## src/rtl/pc_pkg.sv

```systemverilog
// Shared types and default vectors for the program-counter unit.
package pc_pkg;

  typedef enum logic [1:0] {
    ST_BOOT = 2'd0,
    ST_RUN  = 2'd1,
    ST_HALT = 2'd2
  } pc_state_e;

  localparam logic [31:0] DEF_RESET_VEC = 32'h0000_0000;
  localparam logic [31:0] DEF_TRAP_VEC  = 32'h0000_0100;
  localparam int          DEF_IALIGN    = 4;

endpackage

```

## src/rtl/pc_next_sel.sv

```systemverilog
// Combinational next-pc selection: trap > mret > redirect > sequential > hold,
// with misaligned redirect targets turned into a trap.
module pc_next_sel
  import pc_pkg::*;
#(
  parameter int              XLEN     = 32,
  parameter logic [XLEN-1:0] TRAP_VEC = XLEN'(DEF_TRAP_VEC),
  parameter int              IALIGN   = DEF_IALIGN
) (
  input  logic [XLEN-1:0] pc,
  input  logic [XLEN-1:0] epc,
  input  logic            pc_write,
  input  logic            redirect,
  input  logic [XLEN-1:0] redirect_pc,
  input  logic            trap_req,
  input  logic            mret_req,
  input  logic            allow_seq,
  output logic [XLEN-1:0] next_pc,
  output logic            save_epc,
  output logic            misalign_hit
);

  localparam logic [XLEN-1:0] ALIGN_MASK = XLEN'(IALIGN - 1);
  localparam logic [XLEN-1:0] STEP       = XLEN'(IALIGN);

  logic redirect_bad;

  assign redirect_bad = (redirect_pc & ALIGN_MASK) != '0;

  always_comb begin
    next_pc      = pc;
    save_epc     = 1'b0;
    misalign_hit = 1'b0;
    if (trap_req) begin
      next_pc  = TRAP_VEC;
      save_epc = 1'b1;
    end else if (mret_req) begin
      next_pc = epc;
    end else if (pc_write && redirect) begin
      if (redirect_bad) begin
        next_pc      = TRAP_VEC;
        save_epc     = 1'b1;
        misalign_hit = 1'b1;
      end else begin
        next_pc = redirect_pc;
      end
    end else if (pc_write && allow_seq) begin
      // Sum is truncated to XLEN, so the top address wraps to 0.
      next_pc = pc + STEP;
    end
  end

endmodule

```

## src/rtl/pc_unit.sv

```systemverilog
// Program counter with trap/mret/redirect handling and a BOOT/RUN/HALT FSM.
// Every request becomes visible on pc at the next rising edge.
module pc_unit
  import pc_pkg::*;
#(
  parameter int              XLEN      = 32,
  parameter logic [XLEN-1:0] RESET_VEC = XLEN'(DEF_RESET_VEC),
  parameter logic [XLEN-1:0] TRAP_VEC  = XLEN'(DEF_TRAP_VEC),
  parameter int              IALIGN    = DEF_IALIGN
) (
  input  logic            clk,
  input  logic            reset,
  input  logic            pc_write,
  input  logic            redirect,
  input  logic [XLEN-1:0] redirect_pc,
  input  logic            trap_req,
  input  logic            mret_req,
  input  logic            halt_req,
  input  logic            resume,
  output logic [XLEN-1:0] pc,
  output logic [XLEN-1:0] old_pc,
  output logic [XLEN-1:0] epc,
  output logic            misalign,
  output logic            halted,
  output pc_state_e       state_dbg
);

  pc_state_e       state, state_next;
  logic            active, allow_seq;
  logic [XLEN-1:0] next_pc;
  logic            save_epc, misalign_hit;

  always_ff @(posedge clk) begin
    if (reset) state <= ST_BOOT;
    else       state <= state_next;
  end

  always_comb begin
    state_next = state;
    case (state)
      ST_BOOT: state_next = ST_RUN;
      ST_RUN:  if (halt_req) state_next = ST_HALT;
      ST_HALT: if (resume)   state_next = ST_RUN;
      default: state_next = ST_BOOT;
    endcase
  end

  // On the halting edge only the plain increment is suppressed; trap,
  // mret and redirect still land.
  always_comb begin
    active    = (state == ST_RUN);
    allow_seq = !halt_req;
    state_dbg = state;
  end

  pc_next_sel #(
    .XLEN     (XLEN),
    .TRAP_VEC (TRAP_VEC),
    .IALIGN   (IALIGN)
  ) u_next_sel (
    .pc           (pc),
    .epc          (epc),
    .pc_write     (pc_write),
    .redirect     (redirect),
    .redirect_pc  (redirect_pc),
    .trap_req     (trap_req),
    .mret_req     (mret_req),
    .allow_seq    (allow_seq),
    .next_pc      (next_pc),
    .save_epc     (save_epc),
    .misalign_hit (misalign_hit)
  );

  always_ff @(posedge clk) begin
    if (reset) begin
      pc       <= RESET_VEC;
      old_pc   <= RESET_VEC;
      epc      <= '0;
      misalign <= 1'b0;
      halted   <= 1'b0;
    end else begin
      misalign <= 1'b0;
      halted   <= (state_next == ST_HALT);
      if (active) begin
        misalign <= misalign_hit;
        if (save_epc) epc <= pc;
        // old_pc only moves when pc really changes value.
        if (next_pc != pc) begin
          old_pc <= pc;
          pc     <= next_pc;
        end
      end
    end
  end

endmodule

```

## config.mk

```make
export PLATFORM = sky130hd
export DESIGN_NAME = pc_unit
export DESIGN_NICKNAME = d
export VERILOG_FILES = /design/src/rtl/pc_pkg.sv /design/src/rtl/pc_next_sel.sv /design/src/rtl/pc_unit.sv
export SDC_FILE = /design/constraint.sdc
export NUM_CORES = 1
export LEC_CHECK = 0
export ABC_AREA = 1
export CAP_MARGIN = 5
export CORE_ASPECT_RATIO = 0.9
export CORE_MARGIN = 10
export CORE_UTILIZATION = 43
export DETAILED_ROUTE_END_ITERATION = 10
export PLACE_DENSITY_LB_ADDON = 0.2
export RECOVER_POWER = 25
export SETUP_SLACK_MARGIN = 0.3
export SYNTH_ARGS = -nofsm -noshare
export SYNTH_HDL_FRONTEND = slang
export SYNTH_SLANG_ARGS = --single-unit
```

## constraint.sdc

```tcl
create_clock -name clk -period 3.65 [get_ports clk]
set_input_delay 0.73 -clock clk [delete_from_list [all_inputs] [get_ports clk]]
set_output_delay 0.73 -clock clk [all_outputs]
set_load 0.05 [all_outputs]
```

=== Word-level counts from Yosys, hierarchy flattened ===
Index checks and enable logic that the tools add are counted.

* Register bits: 100
* Latch bits: 0
* RAM bits: 0
* Bits in read-only memories: 0
* Bits of input ports: 40
* Word-level logic and storage cells: 32
* Memories: 0

* $add $sub $neg: 1
* $mul: 0
* Div/mod/pow operators: 0
* Magnitude comparators: 0
* Eq/ne operators: 4
* Shifts and indexed selects: 0
* Mux-type cells: 12
* Bitwise operators: 1
* Reductions and logical operators: 8

{| class="wikitable"
|+ Operators by type and width
! cell !! count
|-
| 2-to-1 mux 32 bit || 5
|-
| adder 32 x 3 -> 32 bit, second input constant || 1
|-
| inequality test 32 bit || 1
|-
| nonzero test 32 bit || 1
|-
| case mux 2 bit (3 select lines) || 1
|-
| equality test 2 bit, second input constant || 2
|-
| 2-to-1 mux 1 bit || 4
|-
| 2-to-1 mux 2 bit || 2
|-
| AND reduction 2 bit || 2
|-
| OR reduction 3 bit || 1
|-
| equality test 2 x 1 -> 1 bit, second input constant || 1
|-
| logical AND 1 bit || 2
|-
| zero test 2 bit || 1
|-
| zero test 1 bit || 1
|-
| inverter 1 bit || 1
|}

=== Logic depth before layout (Yosys ltp) ===
Gate-level depths: netlist (run 1).

* Depth in word-level cells: 8
* Depth in mapped cells: 22

=== Hierarchy ===
Synthesis (run 1) repeated with hierarchy kept, for this count alone.

* Cell total of the unflattened synthesis: 1,038
* Area, all modules: 6,332.3 µm²

{| class="wikitable"
|+ By module, submodules not included
! module !! instances !! cells an instance !! area each (µm²) !! sequential area each (µm²)
|-
| pc_unit || 1 || 659 || 4,545.6 || 2,001.9
|-
| pc_next_sel || 1 || 379 || 1,786.7 || 0.0
|}

=== Least setup slack after synthesis (run 1) ===
Ideal clock, no wire load.

* Path type: flip-flop to flip-flop
* From: reg pc[2]
* To: reg old_pc[10]
* Setup time: 117 ps
* Arrival: 2,882 ps
* Required time: 3,533 ps
* Slack: 652 ps
* Stages on the path, launching flop included: 21
* Cells stage by stage: dfxtp_1 -> ha_1 -> nand3_2 -> nor2_4 -> nand2_2 -> nor2_2 -> nand2_1 -> nand2_1 -> inv_1 -> o21ai_1 -> nand2_1 -> nand2_1 -> nand2_1 -> nor2_1 -> nand2_1 -> nor2_1 -> nand3_2 -> buf_6 -> buf_6 -> a21oi_1 -> nor2_1

* Cells in the longest elaborated chain, start to end: 7

{| class="wikitable"
|+ RTL lines
! element !! line !! RTL
|-
| start: declaration || pc_unit.sv:20 || <nowiki>output logic [XLEN-1:0] pc,</nowiki>
|-
| start signal: assignment || pc_unit.sv:90 || <nowiki>pc <= next_pc;</nowiki>
|-
| adder 32 x 3 -> 32 bit || pc_next_sel.sv:49 || <nowiki>next_pc = pc + STEP;</nowiki>
|-
| 2-to-1 mux 32 bit || pc_next_sel.sv:47 || <nowiki>end else if (pc_write && allow_seq) begin</nowiki>
|-
| 2-to-1 mux 32 bit || pc_next_sel.sv:39 || <nowiki>end else if (pc_write && redirect) begin</nowiki>
|-
| 2-to-1 mux 32 bit || pc_next_sel.sv:37 || <nowiki>end else if (mret_req) begin</nowiki>
|-
| 2-to-1 mux 32 bit || pc_next_sel.sv:34 || <nowiki>if (trap_req) begin</nowiki>
|-
| inequality test 32 bit (*) || pc_unit.sv:88 || <nowiki>if (next_pc != pc) begin</nowiki>
|-
| AND reduction 2 bit (no line) (*) || -- ||
|-
| end signal: assignment || pc_unit.sv:89 || <nowiki>old_pc <= pc;</nowiki>
|-
| end: declaration || pc_unit.sv:21 || <nowiki>output logic [XLEN-1:0] old_pc,</nowiki>
|}

Mark *: on every way between the ends. The rest lies on a longest branch, timed or not.
A chain may end at the register's enable or synchronous reset.

=== Worst setup path in the final report (run 1) ===
* From: in halt_req
* To: reg pc[25]

* Cells in the longest elaborated chain, start to end: 8

{| class="wikitable"
|+ RTL lines
! element !! line !! RTL
|-
| start: declaration || pc_unit.sv:18 || <nowiki>input logic halt_req,</nowiki>
|-
| zero test 1 bit (*) || pc_unit.sv:52 || <nowiki>allow_seq = !halt_req;</nowiki>
|-
| logical AND 1 bit (*) || pc_next_sel.sv:47 ||
|-
| 2-to-1 mux 32 bit (*) || pc_next_sel.sv:47 ||
|-
| 2-to-1 mux 32 bit (*) || pc_next_sel.sv:39 ||
|-
| 2-to-1 mux 32 bit (*) || pc_next_sel.sv:37 ||
|-
| 2-to-1 mux 32 bit (*) || pc_next_sel.sv:34 ||
|-
| inequality test 32 bit || pc_unit.sv:88 ||
|-
| AND reduction 2 bit (no line) || -- ||
|}

Marks and branches as above.

==> results.yml, run 1 <==
synthesis:
  syn_area_um2: 6320
  yosys_warnings: 0
  ys_seq_elements: 100
  avgSynthCellArea_um2: 5.93
  syn_nets: 1106
  ys_seq_area_share_pct: 31.7
  syn_inst: 1065
  synth.distinct_cells: 33
layout:
  final_common_cell: "nand2_1"
  layout_common_cells: "nand2_1 (336), nor2_1 (155), nand3_1 (149), dfxtp_1 (100), clkdlybuf4s50_1 (91)"
  nets: 1238
  final_layout_size_suffix_gt1_share_pct: 10.1
  fin_util_pct: 59.7
  area_delta_synth_final_pct: 34.3
  final_area_um2: 8480
  layout.cells.non_filler: 1395
  n_antenna_cell: 0
detailed_routing:
  drc: 0
  ant_nets: 0
  drt_iter0_drc: 698
  wl_mm: 22.9
  num_vias: 7522
  drt_pass1_iterations: 7
  via_per_inst: 5.39
  post_drt_wl_per_cell_um: 16.4
timing:
  final_max_slew_viol_count: 0
  finalSetupViolations: 0
  worst_pin_slew_ns: 0.991
  finalCritPeriodShare_pct: 87.0
  fmax_mhz: 315
  hold_slack_ns: 0.480
  finalHoldViolations: 0
  fin_crit_ns: 3.18
  clock_skew_ns: 0.00775
  rsz0062_at_grt: "false"
  max_slew_margin_pct: 33.9
global_route:
  antenna_found_initial: 0
  grtUsageTotal_pct: 22.2
  grt_pass1_vias: 7093
  grt_pass1_wl_mm: 36.6
  grt_max_degree: 61
  grt-ovfl-total: 0
worst_setup_path:
  crit_type: "input port to flop"
  crit_path_start_kind: "input port"
  worst_path_most_repeated_cell: "nand2_1"
  max_stage_delay_ns: 0.43
  path_cells: "clkdlybuf4s50_1 > inv_2 > nand2_4 > nor2_4 > nand3_1 > buf_4 > nand2_1 > nand2_1 > o21ai_1 > nand2_1 > nand2_1 > nand2_1 > nand2_1 > nand2_1 > nor2_1 > nand2_1 > nor3_2 > nand3_4 > buf_12 > buf_4 > nand3_1 > nand2_1 > nor2_1"
  arrival_ns: 3.47
  crit_slowest_cell: "clkdlybuf4s50_1"
  crit_family: "simple AND/OR/NAND/NOR gates"
  crit_required_ns: 3.94
  end_kind: "flop"
  worst-path-buf-inv: 5
  path_max_fanout: 11
pwr:
  p_comb_share_pct: 33.9
  switching_power_w: 0.00131
  intPower_w: 0.00208
  seqPwrFrac_pct: 38.1
  clkPwrFrac_pct: 28.1
  power_leakage_nw: 3.75
  swShare_pct: 38.6
  p_per_area_nw_per_um2: 400
  ir_worst_vdd_mv: 0.330
min_path:
  min_path_type: "flop to flop"
floorplan:
  ios: 140
  die_h_um: 135
  core_region_area_um2: 14200
  start_util_pct: 44.4
  std_cell_rows: 41
  dieWidth_um: 148
  die_area_um2: 19900
cts:
  cts_buffers: 9
  cts_tree: "yes"
  clk_pin_slew_ns: 0.07
  root_buffer: "clkbuf_16"
  cts_buffer_depth: 2
  clkLatencyLatePin_ns: 0.36
  cts_sinks: 100
  htree_levels: 3
placed_design:
  place_area_um2: 7960
  place_inst: 1368
  io_buffers: 139
  dp_hpwl_mm: 16.2
  place.gp.congestion: 0.966
status:
  status: "finished clean"
job:
  maxCapViolCount: 0
-- cells in the mapped netlist --
master	n	area, um2
and2_1	2	12.5
and3_1	2	12.5
o21ai_0	39	195
dfxtp_1	100	2000
nand3_1	150	751
nor3_2	1	10.0
o21ai_1	10	50.1
or2_2	2	12.5
nand4_1	10	62.6
nor2_2	4	25.0
a21oi_1	71	355
clkbuf_1	22	82.6
nor2_1	165	619
nand2_2	3	18.8
ha_1	1	12.5
xor2_1	1	8.76
nand3_2	2	20.0
nand2_1	336	1260
buf_1	20	75.1
a21oi_2	28	245
inv_1	55	206
buf_4	1	7.51
inv_2	5	18.8
nor2_4	4	45.0
a21o_1	1	7.51
a31oi_1	5	31.3
buf_6	5	56.3
clkinv_1	1	3.75
mux2i_1	1	10.0
nand2_4	1	11.3
buf_2	14	70.1
nor3_1	2	10.0
nor4_1	1	6.26
-- registers in the layout (all words and copies together) (netlist names) --
signal,cells
misalign,1
pc,32
epc,32
old_pc,32
state_dbg,2
halted,1
-- path summary, 6_finish.rpt --
check	cells after the start	slack [ns]	from	to
max	23	0.47	halt_req	pc[25]$_SDFFE_PP0P_
min reg2reg	2	0.48	old_pc[20]$_SDFFE_PP0P_	old_pc[20]$_SDFFE_PP0P_
max reg2reg	19	0.56	pc[16]$_SDFFE_PP0P_	pc[25]$_SDFFE_PP0P_
min	2	0.48	old_pc[20]$_SDFFE_PP0P_	old_pc[20]$_SDFFE_PP0P_
-- metrics by stage --
step                power [W]  setup TNS (ns)  setup slack [ns]
floorplan             0.00207               0             0.652
global placement      0.00246         -0.0247           -0.0247
detailed placement    0.00247           -1.19           -0.0755
CTS                   0.00341               0             0.367
global route          0.00357               0             0.233
finish                0.00339               0             0.474
-- routing by layer --
| layer | GRT usage (%) | part of all wire, % | wire, um |
|---|---|---|---|
| met1 | 28.2 | 44 | 10100 |
| met2 | 35.4 | 45 | 10300 |
| met3 | 6.58 | 9.1 | 2090 |
| met4 | 6.93 | 2.2 | 507 |
| met5 | 0 | 0 | 0 |
-- final cells by class --
type                       instances  area (um2)
multi-input combinational        842        3850
clock inverter                     4        22.5
inverter                          61         233
timing repair buffer             183        1860
fill                            1433        5730
sequential                       100        2000
tap                              193         241
clock buffer                      12         267
-- power groups by stage --
stage	Sequential (W)	Combinational [W]	Clock, W
CTS	0.00129	0.00116	0.000964
floorplan	0.00161	0.000462	0
detailed placement	0.00132	0.00115	0
global route	0.00131	0.00125	0.00101
global placement	0.00132	0.00114	0
finish	0.00129	0.00115	0.000952
-- worst min-delay path, stage by stage, from the launching register on --
cell     delay [ns]
dfxtp_1        0.33
a21oi_1        0.04
nor2_1         0.08
-- logic make-up (layout without fill, tap and decap cells) --
group	Yosys count	in the layout	synth area share, %
buf+inv	123	260	8.24
fa+ha+maj	1	1	0.198
mux	1	1	0.158
flops	100	100	31.7
xor+xnor	1	1	0.139
simple gates	685	685	45.6
compound gates	154	154	14.0
-- timing repair --
action	CTS	global route
hold buffers	0	0
resized for setup	1	21
buffers inserted	0	8
cloned	0	3
endpoints found under the setup margin	3	63
pin swaps	0	2
No activity file was read; power rests on OpenSTA's default activity.
==> run 2: changes to the inputs <==
--- a/config.mk
+++ b/config.mk
@@ -7,7 +7,7 @@
 export LEC_CHECK = 0
 export ABC_AREA = 1
 export CAP_MARGIN = 5
-export CORE_ASPECT_RATIO = 0.9
+export CORE_ASPECT_RATIO = 1.75
 export CORE_MARGIN = 10
 export CORE_UTILIZATION = 43
 export DETAILED_ROUTE_END_ITERATION = 10
==> constraint.sdc (replaced) <==
create_clock -name clk -period 3.65 [get_ports clk]
set_input_delay 0.365 -clock clk [delete_from_list [all_inputs] [get_ports clk]]
set_output_delay 0.365 -clock clk [all_outputs]
set_load 0.05 [all_outputs]
==> run 2 against run 1 <==
Sequential share of layout area is 0.95 points higher; clock power shrank 2%; sequential power about the same; setup slack lost 0.031 ns; global-route usage shrank 0.29 points.
==> results.yml, run 2 (synthesized netlist as in run 1, its figures left out) <==
timing:
  rsz0062_at_grt: "false"
  finalSetupViolations: 0
  finalCritPeriodShare_pct: 87.9
  final.setup.tns_ns: 0
  max_slew_margin_pct: 30.0
  layout_setup_ws_ns: 0.443
  clock_skew_ns: 0.00963
  worst_pin_slew_ns: 1.05
  final_max_slew_viol_count: 0
  finalHoldViolations: 0
  fmax_mhz: 312
  fin_crit_ns: 3.21
worst_setup_path:
  crit_slowest_cell: "clkdlybuf4s50_1"
  crit_path_start_kind: "input port"
  path_max_fanout: 66
  end_kind: "flop"
  path_cells: "clkdlybuf4s50_1 > nand2_1 > buf_4 > nand3_1 > nand2_1 > nand2_1 > nand2_1 > nand2_1 > nand2_1 > nand2_1 > nor2_1 > nand2_1 > nor2_1 > nand2_1 > nor2_1 > nand3_4 > buf_12 > nand3_1 > nand2_1 > nor2_1"
  arrival_ns: 3.49
  crit_type: "input port to flop"
  worst_path_most_repeated_cell: "nand2_1"
  crit_required_ns: 3.94
  max_stage_delay_ns: 0.54
global_route:
  grt-ovfl-total: 0
  grtUsageTotal_pct: 21.9
  antenna_found_initial: 0
  grt_pass1_vias: 6908
  grt_pass1_wl_mm: 36.5
  grt_max_degree: 67
status:
  status: "finished clean"
pwr:
  p_per_area_nw_per_um2: 413
  ir_worst_vdd_mv: 0.221
  power_leakage_nw: 3.59
layout:
  fin_util_pct: 56.7
  final_common_cell: "nand2_1"
  nets: 1215
  final_layout_size_suffix_gt1_share_pct: 7.55
  area_delta_synth_final_pct: 29.1
  n_antenna_cell: 0
  final_area_um2: 8150
  largest_registers: "epc (32), old_pc (32), pc (32)"
  layout_common_cells: "nand2_1 (337), nor2_1 (160), nand3_1 (150), dfxtp_1 (100), clkdlybuf4s50_1 (91)"
placed_design:
  place_area_um2: 7870
  place.gp.congestion: 0.956
  place_ws_ns: 0.171
  io_buffers: 139
  dp_hpwl_mm: 16.8
floorplan:
  dieWidth_um: 112
  ios: 140
  start_util_pct: 44.0
  die_h_um: 180
  die_area_um2: 20100
  std_cell_rows: 58
  core_region_area_um2: 14400
min_path:
  min_path_type: "flop to flop"
detailed_routing:
  ant_nets: 0
  drt_pass1_iterations: 5
  wl_mm: 22.9
  via_per_inst: 5.42
  num_vias: 7359
  drt_iter0_drc: 508
  post_drt_wl_per_cell_um: 16.9
  drc: 0
cts:
  ctsHoldBuffers: 0
  htree_levels: 3
  cts_buffer_depth: 2
  cts_tree: "yes"
  clkLatencyLatePin_ns: 0.35
  cts_buffers: 9
  root_buffer: "clkbuf_16"
  clk_pin_slew_ns: 0.07
  cts_sinks: 100
job:
  maxCapViolCount: 0
## run 2: changes by cell type in the layout (fill, tap and decap cells not counted), moves of 2 or more
cell / before / now
dlygate4sd3_1: 46 / 48
clkbuf_8: 3 / 1
clkinv_4: 0 / 2
dlymetal6s2s_1: 2 / 0
buf_12: 7 / 4
clkbuf_16: 12 / 9
nor2_1: 155 / 160
nor2_2: 10 / 8
buf_4: 32 / 17
clkinv_2: 3 / 0
nor2_4: 8 / 5
## run 2: area by class of cell
cell class | instances | area [um2]
sequential | 100 | 2000
timing repair buffer | 160 | 1600
fill | 1500 | 6220
tap | 180 | 225
clock inverter | 4 | 33.8
inverter | 61 | 229
clock buffer | 12 | 246
multi-input combinational | 842 | 3820
## run 2: final timing paths
check	startpoint	end	slack (ns)	cells after the start
worst max register to register	pc[2]$_SDFFE_PP0P_	old_pc[1]$_SDFFE_PP0P_	0.56	20
worst min-delay path	old_pc[17]$_SDFFE_PP0P_	old_pc[17]$_SDFFE_PP0P_	0.48	2
worst min register to register	old_pc[17]$_SDFFE_PP0P_	old_pc[17]$_SDFFE_PP0P_	0.48	2
worst max-delay path	pc_write	old_pc[1]$_SDFFE_PP0P_	0.44	20
## run 2: critical path: cells and delay by family
family,cells,cell delay [ns]
buffers and inverters,3,1.18
AND/OR/NAND/NOR,17,1.91
## run 2: what timing repair did
item	CTS	global route
resized for setup	0	3
buffers inserted	0	0
endpoints found under the setup margin	0	63
## run 2: report_power, final
group          leakage, nW  internal (W)  switching, W
clock                0.133      0.000487      0.000446
sequential           0.824       0.00118      0.000104
combinational         2.63      0.000377      0.000768
total                 3.59       0.00205       0.00132
## run 2: per-stage QoR
stage | hold slack, ns | power [W] | cells
2_1_floorplan | 0.437 | 0.00207 | 1065
3_3_place_gp | 0.461 | 0.00247 | 1343
3_5_place_dp | 0.472 | 0.00247 | 1343
4_1_cts | 0.483 | 0.00341 | 1359
5_1_grt | 0.505 | 0.00354 | 1359
6_report | 0.479 | 0.00337 | 1359
## run 2: per-layer routing
layer  track usage, %  vias up  share of wire [%]
met5                0        -                  0
met1             24.5     3415                 39
li1                 -     3662                  -
met2             39.8      249                 53
met4             7.69        0                2.2
met3             4.33       33                5.7
